==> src/rtl/uart_pkg.sv <==
`default_nettype none
// ============================================================================
// Module      : uart_pkg
// Description : Types and widths shared by the UART transmit-side blocks.
// Revision    : 1.0 - initial release
// ============================================================================
package uart_pkg;

    localparam int UART_BYTE_W  = 8;
    localparam int UART_GUARD_W = 8;

    // Transmit scheduler sequencing states
    typedef enum logic [2:0] {
        S_IDLE   = 3'd0,
        S_LAUNCH = 3'd1,
        S_WAIT   = 3'd2,
        S_DRAIN  = 3'd3,
        S_GAP    = 3'd4
    } sched_state_e;

endpackage
`default_nettype wire

==> src/rtl/uart_tx_fifo.sv <==
`default_nettype none
// ============================================================================
// Module      : uart_tx_fifo
// Description : Synchronous byte FIFO with push/pop/flush. Head entry is
//               visible combinationally so a pop can capture it directly.
// Revision    : 1.0 - initial release
// ============================================================================
module uart_tx_fifo
    import uart_pkg::*;
#(
    parameter int DEPTH = 8,
    parameter int AW    = 3
) (
    input  logic                   clk_i,
    input  logic                   rst_ni,
    input  logic                   push_i,
    input  logic [UART_BYTE_W-1:0] data_i,
    input  logic                   pop_i,
    input  logic                   clr_i,
    output logic [UART_BYTE_W-1:0] head_o,
    output logic                   full_o,
    output logic                   empty_o,
    output logic [AW:0]            level_o
);

    localparam logic [AW:0] c_depth = (AW+1)'(DEPTH);

    logic [UART_BYTE_W-1:0] r_mem [DEPTH];
    logic [AW-1:0]          r_wr_ptr;
    logic [AW-1:0]          r_rd_ptr;
    logic [AW:0]            r_count;

    logic w_full;
    logic w_empty;
    logic w_push;
    logic w_pop;

    // Flush wins over both push and pop; writes into a full FIFO are dropped
    assign w_full  = (r_count == c_depth);
    assign w_empty = (r_count == '0);
    assign w_push  = push_i && !w_full && !clr_i;
    assign w_pop   = pop_i && !w_empty && !clr_i;

    // Storage array; no reset needed, contents are qualified by the count
    always_ff @(posedge clk_i) begin
        if (w_push) begin
            r_mem[r_wr_ptr] <= data_i;
        end
    end

    // Pointer and occupancy tracking; pointers wrap naturally at DEPTH
    always_ff @(posedge clk_i or negedge rst_ni) begin
        if (!rst_ni) begin
            r_wr_ptr <= '0;
            r_rd_ptr <= '0;
            r_count  <= '0;
        end else if (clr_i) begin
            r_wr_ptr <= '0;
            r_rd_ptr <= '0;
            r_count  <= '0;
        end else begin
            if (w_push) begin
                r_wr_ptr <= r_wr_ptr + 1'b1;
            end
            if (w_pop) begin
                r_rd_ptr <= r_rd_ptr + 1'b1;
            end
            case ({w_push, w_pop})
                2'b10:   r_count <= r_count + 1'b1;
                2'b01:   r_count <= r_count - 1'b1;
                default: r_count <= r_count;
            endcase
        end
    end

    assign head_o  = r_mem[r_rd_ptr];
    assign full_o  = w_full;
    assign empty_o = w_empty;
    assign level_o = r_count;

endmodule
`default_nettype wire

==> src/rtl/uart_tx_sched.sv <==
`default_nettype none
// ============================================================================
// Module      : uart_tx_sched
// Description : Transmit-side sequencer. Queues bytes from the bus side and
//               launches one frame at a time into the UART transmitter core,
//               waiting for the core's done pulse to rise and fall, plus an
//               optional idle guard gap, before the next launch.
//               Optional feature macro: UART_TX_SCHED_WM_EN (adds wm_i and a
//               registered low-watermark interrupt wm_irq_o).
// Revision    : 1.0 - initial release
// ============================================================================
module uart_tx_sched
    import uart_pkg::*;
#(
    parameter int DEPTH = 8,
    parameter int AW    = 3
) (
    input  logic                    clk_i,
    input  logic                    rst_ni,
    input  logic                    sched_en_i,
    input  logic                    fifo_clr_i,
    input  logic [UART_GUARD_W-1:0] guard_i,
    input  logic [UART_BYTE_W-1:0]  wdata_i,
    input  logic                    wvalid_i,
    output logic                    wready_o,
    output logic [AW:0]             level_o,
    output logic                    tx_en_o,
    output logic [UART_BYTE_W-1:0]  tx_byte_o,
    input  logic                    tx_done_i,
    output logic                    busy_o
`ifdef UART_TX_SCHED_WM_EN
    ,
    input  logic [AW:0]             wm_i,
    output logic                    wm_irq_o
`endif
);

    sched_state_e              r_state;
    logic                      r_tx_en;
    logic [UART_BYTE_W-1:0]    r_tx_byte;
    logic [UART_GUARD_W-1:0]   r_guard_cnt;

    logic [UART_BYTE_W-1:0]    w_head;
    logic                      w_full;
    logic                      w_empty;
    logic [AW:0]               w_level;
    logic                      w_launch;

    // A launch pops the head; a same-cycle flush suppresses it so nothing
    // flushed can still go out on the line
    assign w_launch = (r_state == S_IDLE) && sched_en_i && !w_empty && !fifo_clr_i;

    uart_tx_fifo #(
        .DEPTH (DEPTH),
        .AW    (AW)
    ) u_fifo (
        .clk_i   (clk_i),
        .rst_ni  (rst_ni),
        .push_i  (wvalid_i),
        .data_i  (wdata_i),
        .pop_i   (w_launch),
        .clr_i   (fifo_clr_i),
        .head_o  (w_head),
        .full_o  (w_full),
        .empty_o (w_empty),
        .level_o (w_level)
    );

    // Frame sequencer: launch, wait done high, wait done low, optional gap
    always_ff @(posedge clk_i or negedge rst_ni) begin
        if (!rst_ni) begin
            r_state     <= S_IDLE;
            r_tx_en     <= 1'b0;
            r_tx_byte   <= '0;
            r_guard_cnt <= '0;
        end else begin
            r_tx_en <= 1'b0;
            case (r_state)
                S_IDLE: begin
                    if (w_launch) begin
                        r_tx_byte <= w_head;
                        r_tx_en   <= 1'b1;
                        r_state   <= S_LAUNCH;
                    end
                end
                S_LAUNCH: begin
                    r_state <= S_WAIT;
                end
                S_WAIT: begin
                    if (tx_done_i) begin
                        r_state <= S_DRAIN;
                    end
                end
                S_DRAIN: begin
                    if (!tx_done_i) begin
                        if (guard_i != '0) begin
                            r_guard_cnt <= guard_i;
                            r_state     <= S_GAP;
                        end else begin
                            r_state <= S_IDLE;
                        end
                    end
                end
                S_GAP: begin
                    r_guard_cnt <= r_guard_cnt - 1'b1;
                    if (r_guard_cnt == UART_GUARD_W'(1)) begin
                        r_state <= S_IDLE;
                    end
                end
                default: begin
                    r_state <= S_IDLE;
                end
            endcase
        end
    end

    assign wready_o  = !w_full;
    assign level_o   = w_level;
    assign tx_en_o   = r_tx_en;
    assign tx_byte_o = r_tx_byte;
    assign busy_o    = (r_state != S_IDLE) || (w_level != '0);

`ifdef UART_TX_SCHED_WM_EN
    logic r_wm_irq;

    // Low-watermark interrupt level, only while the scheduler is enabled
    always_ff @(posedge clk_i or negedge rst_ni) begin
        if (!rst_ni) begin
            r_wm_irq <= 1'b0;
        end else begin
            r_wm_irq <= (w_level <= wm_i) && sched_en_i;
        end
    end

    assign wm_irq_o = r_wm_irq;
`endif

endmodule
`default_nettype wire

==> config.mk <==
export PLATFORM = sky130hd
export DESIGN_NAME = uart_tx_sched
export DESIGN_NICKNAME = d
export VERILOG_FILES = /design/src/rtl/uart_pkg.sv /design/src/rtl/uart_tx_fifo.sv /design/src/rtl/uart_tx_sched.sv
export SDC_FILE = /design/constraint.sdc
export NUM_CORES = 1
export LEC_CHECK = 0
export ABC_AREA = 1
export BUFFER_PORTS_ARGS = -buffer_cell sky130_fd_sc_hd__buf_2
export CAP_MARGIN = 20
export CORE_ASPECT_RATIO = 0.6
export CORE_MARGIN = 10
export CORE_UTILIZATION = 55
export DETAILED_ROUTE_END_ITERATION = 8
export PLACE_DENSITY = 0.84
export SETUP_SLACK_MARGIN = 0.05
export SLEW_MARGIN = 10
export SYNTH_ARGS = -nofsm -noshare
export SYNTH_HDL_FRONTEND = slang
export SYNTH_SLANG_ARGS = --single-unit
==> constraint.sdc <==
create_clock -name clk_i -period 1.9 [get_ports clk_i]
set_input_delay 0.095 -clock clk_i [delete_from_list [all_inputs] [get_ports clk_i]]
set_output_delay 0.095 -clock clk_i [all_outputs]
set_load 0.005 [all_outputs]
==> impl_metrics.csv, run 1 <==
group,metric,value,unit
run_status,run_status,"finished clean",
yosys,syn_avg_cell_area,10.79,sq um
timing,skew,0.008965,ns
yosys,post_synth_fa_ha_maj_area_fraction,1.784,%
yosys,synth-warning-count,0,
yosys,synth.ff_latch_count,94,
setup_path,criticalPathCategory,"register to register",
die,core_area,7357,sq um
yosys,seq_area_frac_synth,63.50,%
setup_path,reg2reg_launch_point,"u_fifo.level_o[0]",
detailed_routing,drcViolationCount,0,
layout,n_antenna_cell,0,
setup_path,worstSetupStartpoint,"u_fifo.level_o[0]",
detailed_routing,final_antenna_net_count,0,
timing,layout_worst_path_cycle_share,95.64,%
timing,setup_total_negative_slack,0,ns
die,dieArea,11670,sq um
timing,hold_violations,0,
yosys,yosys-top-cells-area,"sky130_fd_sc_hd__edfxtp_1, sky130_fd_sc_hd__dfrtp_1, sky130_fd_sc_hd__nand2_1, sky130_fd_sc_hd__nor2_1, sky130_fd_sc_hd__o21ai_0",
cts,cts_tree,"done",
pwr,power.total,5.787,mW
placed_design,placement.io_buffers,36,
setup_path,cp-start-kind,"register",
timing,setup_viol,0,
setup_path,required,2.13,ns
pwr,cellInternalPower,4.062,mW
global_route,grt_pass1_vias,3059,
die,rows,24,
timing,worstMarginPinSlew,0.7279,ns
yosys,synth_area,4209,sq um
pwr,sequentialPowerShare,44.7,%
yosys,mappedNetlistNets,418,
yosys,leading_cell_types_by_count_after_synthesis,"sky130_fd_sc_hd__nand2_1, sky130_fd_sc_hd__edfxtp_1, sky130_fd_sc_hd__nor2_1, sky130_fd_sc_hd__o21ai_0",
yosys,post_synth_num_cell_types,33,
yosys,xor_xnor_cell_area_share_of_the_yosys_netlist,0.2081,%
yosys,synth_top_area_share,45.66,%
pwr,power.switching,1.726,mW
cts,clock_slew_at_the_register_clock_pins_of_the_worst_setup_and_hold_paths,0.07,ns
yosys,post-synth-top-area-cell,"sky130_fd_sc_hd__edfxtp_1",
run,drv.max_cap_violation_count,0,
detailed_routing,dr_total_vias,3106,
yosys,synth_most_common_cell,"sky130_fd_sc_hd__nand2_1",
global_route,gr-total-overflow,0,
detailed_routing,wl_per_cell,17.42,microns
hold_path,hold_class,"input port to register",
placed_design,post-dp-hpwl,6167,microns
die,start_util,57.21,%
pwr,max_ir_drop_vdd,617.6,uV
cts,ctsLongestPathBuffers,2,
setup_path,crit_path_max_fanout,5,
pwr,combinational_share_of_power,22.1,%
yosys,yosys.area_share.simple,16.05,%
cts,clkLatencyLatePin,0.34,ns
detailed_routing,detail_route.vias_per_cell,5.617,
die,top_level_ports,37,
yosys,synth_enable_flop_cells,64,
cts,tritoncts.num_buffers,9,
die,dieWidth,132.9,microns
global_route,antenna_found_initial,0,
layout,post_route_cells_drive_above_1_share,21.60,%
yosys,synth.area.mux_share,1.902,%
cts,cts.htree.levels,3,
yosys,share_of_the_synthesized_area_in_compound_gates_ao_oa_aoi_oai,11.53,%
yosys,postSynth.asyncResetShare,31.91,%
timing,maxClockFrequency,0.5503,GHz
global_route,grt_util_all_layers,16.37,%
detailed_routing,detail_route.wirelength,9632,microns
cts,cts_sinks,94,
timing,layout_min_cycle_time,1.817,ns
layout,final_net_count,472,
pwr,clock_power_share,33.2,%
detailed_routing,detailedRoute.firstIterationViolations,414,
timing,timing.max_slew.rel_slack,51.48,%
layout,area_growth_syn_to_layout,17.90,%
global_route,grt_first_pass_wirelength,15170,microns
setup_path,crit_arrival,2.05,ns
detailed_routing,drt_pre_antenna_iters,5,
die,dieHeight,87.76,microns
cts,clock_tree.root_cell,"sky130_fd_sc_hd__clkbuf_16",
hold_path,holdCritStartpoint,"wdata_i[2]",
placed_design,gp_congestion,0.8643,
setup_path,cp-end-kind,"register",
pwr,switching_share,29.82,%
timing,rsz_0062_raised_after_global_routing,"false",
global_route,pin_count_of_the_biggest_net_entering_global_routing,35,
timing,report.final.slew_viol_count,0,
pwr,leakagePower,2.045,nW
yosys,ys.flop_type,"sky130_fd_sc_hd__edfxtp_1",
pwr,power_density,1166,nW/um^2
yosys,main_combinational_cell_family_by_area_after_synthesis,"simple AND/OR/NAND/NOR gates",
setup_path,reg2reg_setup_slack,0.08,ns
yosys,synthCells,390,
[layer usage]
layer	wire length, microns	track usage [%]	share of wire (%)
met1	4202	20.32	44
met2	4680	26.70	49
met3	636	5.314	6.6
met4	112	5.765	1.2
met5	0	0	0
[state kept, by name, indices dropped and copies added, names as in the netlist]
register / cells
u_fifo.level_o: 4
tx_en_o: 1
tx_byte_o: 8
r_guard_cnt: 8
r_state: 3
u_fifo.r_mem: 64
u_fifo.r_wr_ptr: 3
u_fifo.r_rd_ptr: 3
[logic make-up (layout without fill, tap and decap cells)]
logic type	after synthesis	in the layout
multiplexers	8	8
flip-flops	94	94
AO/OA/AOI/OAI	75	75
XOR/XNOR	1	1
AND/OR/NAND/NOR	155	155
buffers and inverters	51	110
adder cells (fa/ha/maj)	6	6
[worst max-delay path, stage by stage (launching register included)]
cell and delay (ns):
sky130_fd_sc_hd__dfrtp_1 0.41, sky130_fd_sc_hd__nor2_4 0.15, sky130_fd_sc_hd__nand3_2 0.13, sky130_fd_sc_hd__nand2_2 0.17, sky130_fd_sc_hd__nand2_4 0.09, sky130_fd_sc_hd__inv_2 0.08, sky130_fd_sc_hd__ha_4 0.21, sky130_fd_sc_hd__nand4_1 0.10
sky130_fd_sc_hd__nand2_1 0.07, sky130_fd_sc_hd__inv_1 0.07, sky130_fd_sc_hd__nand3_1 0.08, sky130_fd_sc_hd__nand3_1 0.08, sky130_fd_sc_hd__nand2_1 0.05
[what timing repair did]
item | 4_1_cts | 5_1_grt
hold endpoints to repair | 30 | 0
hold buffers | 1 | 0
setup endpoints to repair | 0 | 2
gates resized for setup | 0 | 7
buffers inserted | 0 | 3
[power groups by stage]
| stage | registers, mW | logic [mW] | clock network (mW) |
|---|---|---|---|
| floorplan | 2.61 | 0.821 | 0 |
| global placement | 2.61 | 1.19 | 0 |
| detailed placement | 2.62 | 1.23 | 0 |
| CTS | 2.58 | 1.25 | 1.94 |
| global route | 2.61 | 1.43 | 2.04 |
| finish | 2.59 | 1.28 | 1.92 |
[cell usage in the layout, fill, tap and decap left out, drive strengths merged, types with 3 or more instances in the layout]
cell type and n:
o21ai 40, o221ai 8, a21oi 4, nand4 3, edfxtp 64, o32ai 8, clkbuf 9, inv 37
buf 57, dfrtp 30, nor2 61, mux2i 8, nand2 74, o211ai 11, nand3 16, ha 6
[layout make-up]
cell class                 count  area [sq um]
multi-input combinational    245          1353
fill                         532          2395
clock buffer                   9         225.2
inverter                      36         135.1
clock inverter                 7         96.34
timing repair buffer          58         347.8
tap                          104         130.1
sequential                    94          2675
[worst paths after layout]
kind / endpoint / cells after the start
min in group asynchronous: u_fifo.level_o[1] / 2
setup reg to reg: u_fifo.level_o[3] / 12
hold / removal: u_fifo.r_mem[3][2] / 1
setup / recovery: u_fifo.level_o[3] / 12
max in group asynchronous: u_fifo.level_o[3] / 2
hold reg to reg: tx_byte_o[5] / 2
[through the flow]
step	worst slack [ns]	hold slack (ns)	cell area, sq um	utilization [%]	cells
6_report	0.08280	0.02366	4962	67.45	553
5_1_grt	0.01690	0.02831	4962	67.45	553
4_1_cts	0.06904	0.01332	4910	66.73	550
3_5_place_dp	0.07714	0.1998	4578	62.23	533
3_3_place_gp	0.1413	0.1874	4578	62.23	533
2_1_floorplan	0.1854	-0.2006	4209	-	390
No activity file was read; power rests on OpenSTA's default activity.
==> run 2: changes to the inputs <==
Settings changed: CORE_UTILIZATION 55 to 59, PLACE_DENSITY 0.84 to 0.89.
==> run 2 against run 1 <==
  * Sequential power hardly changed
  * Count of clock-buffer cells in the layout did not move
  * Cell count down 2.7%
  * Core utilization up 5.9 points
  * Register-to-register slack barely moved
  * Maximum frequency barely moved
  * Sequential cell count is the same
  * Critical endpoint unchanged
  * Largest power group unchanged
  * Highest routed layer unchanged
==> impl_metrics.csv, run 2 (synthesized netlist as in run 1, its figures left out) <==
group,metric,value,unit
run_status,run_status,"finished clean",
timing,timing.max_slew.rel_slack,52.07,%
setup_path,criticalPathCategory,"register to register",
detailed_routing,drt_pre_antenna_iters,6,
setup_path,timing.critical_path.max_delay_family,"simple AND/OR/NAND/NOR gates",
layout,layout.cells.most_common,"sky130_fd_sc_hd__nand2_1",
die,dieHeight,85.43,microns
setup_path,crit_path_top_delay_cell,"sky130_fd_sc_hd__dfrtp_1",
timing,finalHoldWorstSlack,0.02510,ns
global_route,antenna_found_initial,0,
global_route,grt_util_all_layers,18.17,%
timing,setup_viol,0,
setup_path,critical_path.cell_chain,"nor2_4 -> nand2_2 -> nand2_4 -> nor2_8 -> nand2_4 -> inv_2 -> ha_4 -> nand2_1 -> inv_1 -> nand3_2 -> nand2_1 -> nand2_1 -> nand3_1 -> nand2_1",
layout,layout_common_cells,"sky130_fd_sc_hd__nand2_1, sky130_fd_sc_hd__edfxtp_1, sky130_fd_sc_hd__nor2_1, sky130_fd_sc_hd__buf_2, sky130_fd_sc_hd__o21ai_0",
detailed_routing,final_antenna_net_count,0,
setup_path,crit_arrival,2.04,ns
die,core_area,6792,sq um
die,start_util,61.97,%
placed_design,placedInstanceArea,4549,sq um
layout,n_antenna_cell,0,
placed_design,gp_congestion,0.8820,
global_route,grt_first_pass_wirelength,15590,microns
die,top_level_ports,37,
pwr,max_ir_drop_vdd,602.6,uV
cts,clock_slew_at_the_register_clock_pins_of_the_worst_setup_and_hold_paths,0.07,ns
setup_path,worstReg2RegEnd,"u_fifo.level_o[3]",
pwr,sequentialPowerShare,45.0,%
cts,clkLatencyLatePin,0.34,ns
timing,report.final.slew_viol_count,0,
pwr,power_density,1162,nW/um^2
die,dieArea,11020,sq um
setup_path,crit_path_max_incr_delay,0.42,ns
layout,area_growth_syn_to_layout,18.43,%
hold_path,hold_class,"input port to register",
layout,max_flop_register,"u_fifo.r_mem",
timing,maxClockFrequency,0.5507,GHz
pwr,power.switching,1.814,mW
pwr,clock_power_share,32.0,%
detailed_routing,drcViolationCount,0,
detailed_routing,dr_total_vias,3171,
timing,skew,0.008060,ns
layout,final_net_count,474,
run,drv.max_cap_violation_count,0,
cts,ctsLongestPathBuffers,2,
placed_design,placement.io_buffers,36,
cts,cts.htree.levels,3,
cts,clock_tree.root_cell,"sky130_fd_sc_hd__clkbuf_16",
cts,tritoncts.num_buffers,9,
setup_path,cp_common_cell,"sky130_fd_sc_hd__nand2_1",
setup_path,cp-end-kind,"register",
hold_path,worst_hold_path.num_cells,3,
pwr,combinational_share_of_power,23.0,%
placed_design,place_inst,515,
global_route,pin_count_of_the_biggest_net_entering_global_routing,35,
detailed_routing,detail_route.vias_per_cell,5.894,
placed_design,post-dp-hpwl,6234,microns
detailed_routing,detailedRoute.firstIterationViolations,536,
global_route,gr-total-overflow,0,
pwr,switching_share,31.31,%
setup_path,cell_depth_of_the_worst_flop_to_flop_path,14,
pwr,power.total,5.794,mW
setup_path,cp.buffers_inverters,2,
hold_path,worst_hold_path.endpoint,"r_guard_cnt[1]",
layout,finalNonFillerCells,538,
detailed_routing,detail_route.wirelength,9897,microns
die,dieWidth,129.0,microns
timing,layout_min_cycle_time,1.816,ns
setup_path,reg2reg_setup_slack,0.08,ns
timing,worstMarginPinSlew,0.7190,ns
setup_path,crit_path_max_fanout,4,
setup_path,reg2reg_launch_point,"u_fifo.level_o[0]",
global_route,grt_pass1_vias,3027,
timing,rsz_0062_raised_after_global_routing,"true",
layout,largest_register_ffs,64,
timing,hold_violations,0,
timing,layout_worst_path_cycle_share,95.58,%
cts,cts_tree,"done",
setup_path,required,2.13,ns
detailed_routing,wl_per_cell,18.40,microns
placed_design,dp_worst_setup_slack,0.07431,ns
cts,cts_sinks,94,
layout,post_route_cells_drive_above_1_share,22.84,%
setup_path,cp-start-kind,"register",
layout,fillCellCount,426,
pwr,leakagePower,2.058,nW
die,rows,23,
pwr,cellInternalPower,3.980,mW
timing,setup_slack_of_the_critical_path_after_layout,0.08401,ns
hold_path,holdCritStartpoint,"guard_i[1]",
layout,final_design_area_no_fill,4985,sq um
-- run 2: per-layer routing --
layer	track usage (%)	share of wire, %	vias to the layer above	wire length (microns)
li1	-	-	1470	-
met1	23.88	40	1496	4004
met2	28.22	48	182	4782
met3	5.652	9.7	23	959
met4	5.653	1.5	0	151
met5	0	0	-	0
-- run 2: power by group through the flow --
stage / Clock, mW / Combinational, mW / Sequential (mW)
5_1_grt: 1.96 / 1.47 / 2.63
2_1_floorplan: 0 / 0.821 / 2.61
3_5_place_dp: 0 / 1.23 / 2.63
3_3_place_gp: 0 / 1.16 / 2.62
6_report: 1.86 / 1.33 / 2.61
4_1_cts: 1.89 / 1.25 / 2.60
-- run 2: final cells by class --
cell class	instances	area, sq um	share of cell area (%)
Clock buffer	9	225.2	4.518
Sequential cell	94	2674	53.64
Clock inverter	7	91.34	1.832
Tap cell	87	108.9	2.184
Timing Repair Buffer	60	362.8	7.279
Inverter	36	135.1	2.711
Multi-Input combinational cell	245	1388	27.84
-- run 2: worst min-delay path: stages --
cell and delay [ns]:
sky130_fd_sc_hd__buf_2 0.09, sky130_fd_sc_hd__o211ai_1 0.08, sky130_fd_sc_hd__o21ai_0 0.06
-- run 2: how the worst max path moves through the flow --
stage,from,endpoint,slack [ns],cells past startpoint
3_5_place_dp,u_fifo.level_o[3],u_fifo.level_o[3],0.07,14
6_report,u_fifo.level_o[0],u_fifo.level_o[3],0.08,14
4_1_cts,u_fifo.level_o[3],u_fifo.level_o[3],0.07,14
2_1_floorplan,u_fifo.level_o[1],u_fifo.level_o[3],0.19,14
3_3_place_gp,u_fifo.level_o[3],u_fifo.level_o[3],0.14,14
5_1_grt,u_fifo.level_o[3],u_fifo.level_o[3],-0.03,14
-- run 2: repair_timing --
action / CTS / global route
hold buffers: 1 / 0
resized for setup: 0 / 14
endpoints found under the setup margin: 0 / 3
setup buffers: 0 / 6
hold endpoints to repair: 30 / 0
-- run 2: stage by stage --
step / TNS (ns) / util [%]
finish: 0 / 73.40
global route: -0.02608 / 73.40
CTS: 0 / 71.79
detailed placement: 0 / 66.99
global placement: 0 / 66.99
floorplan: 0 / -
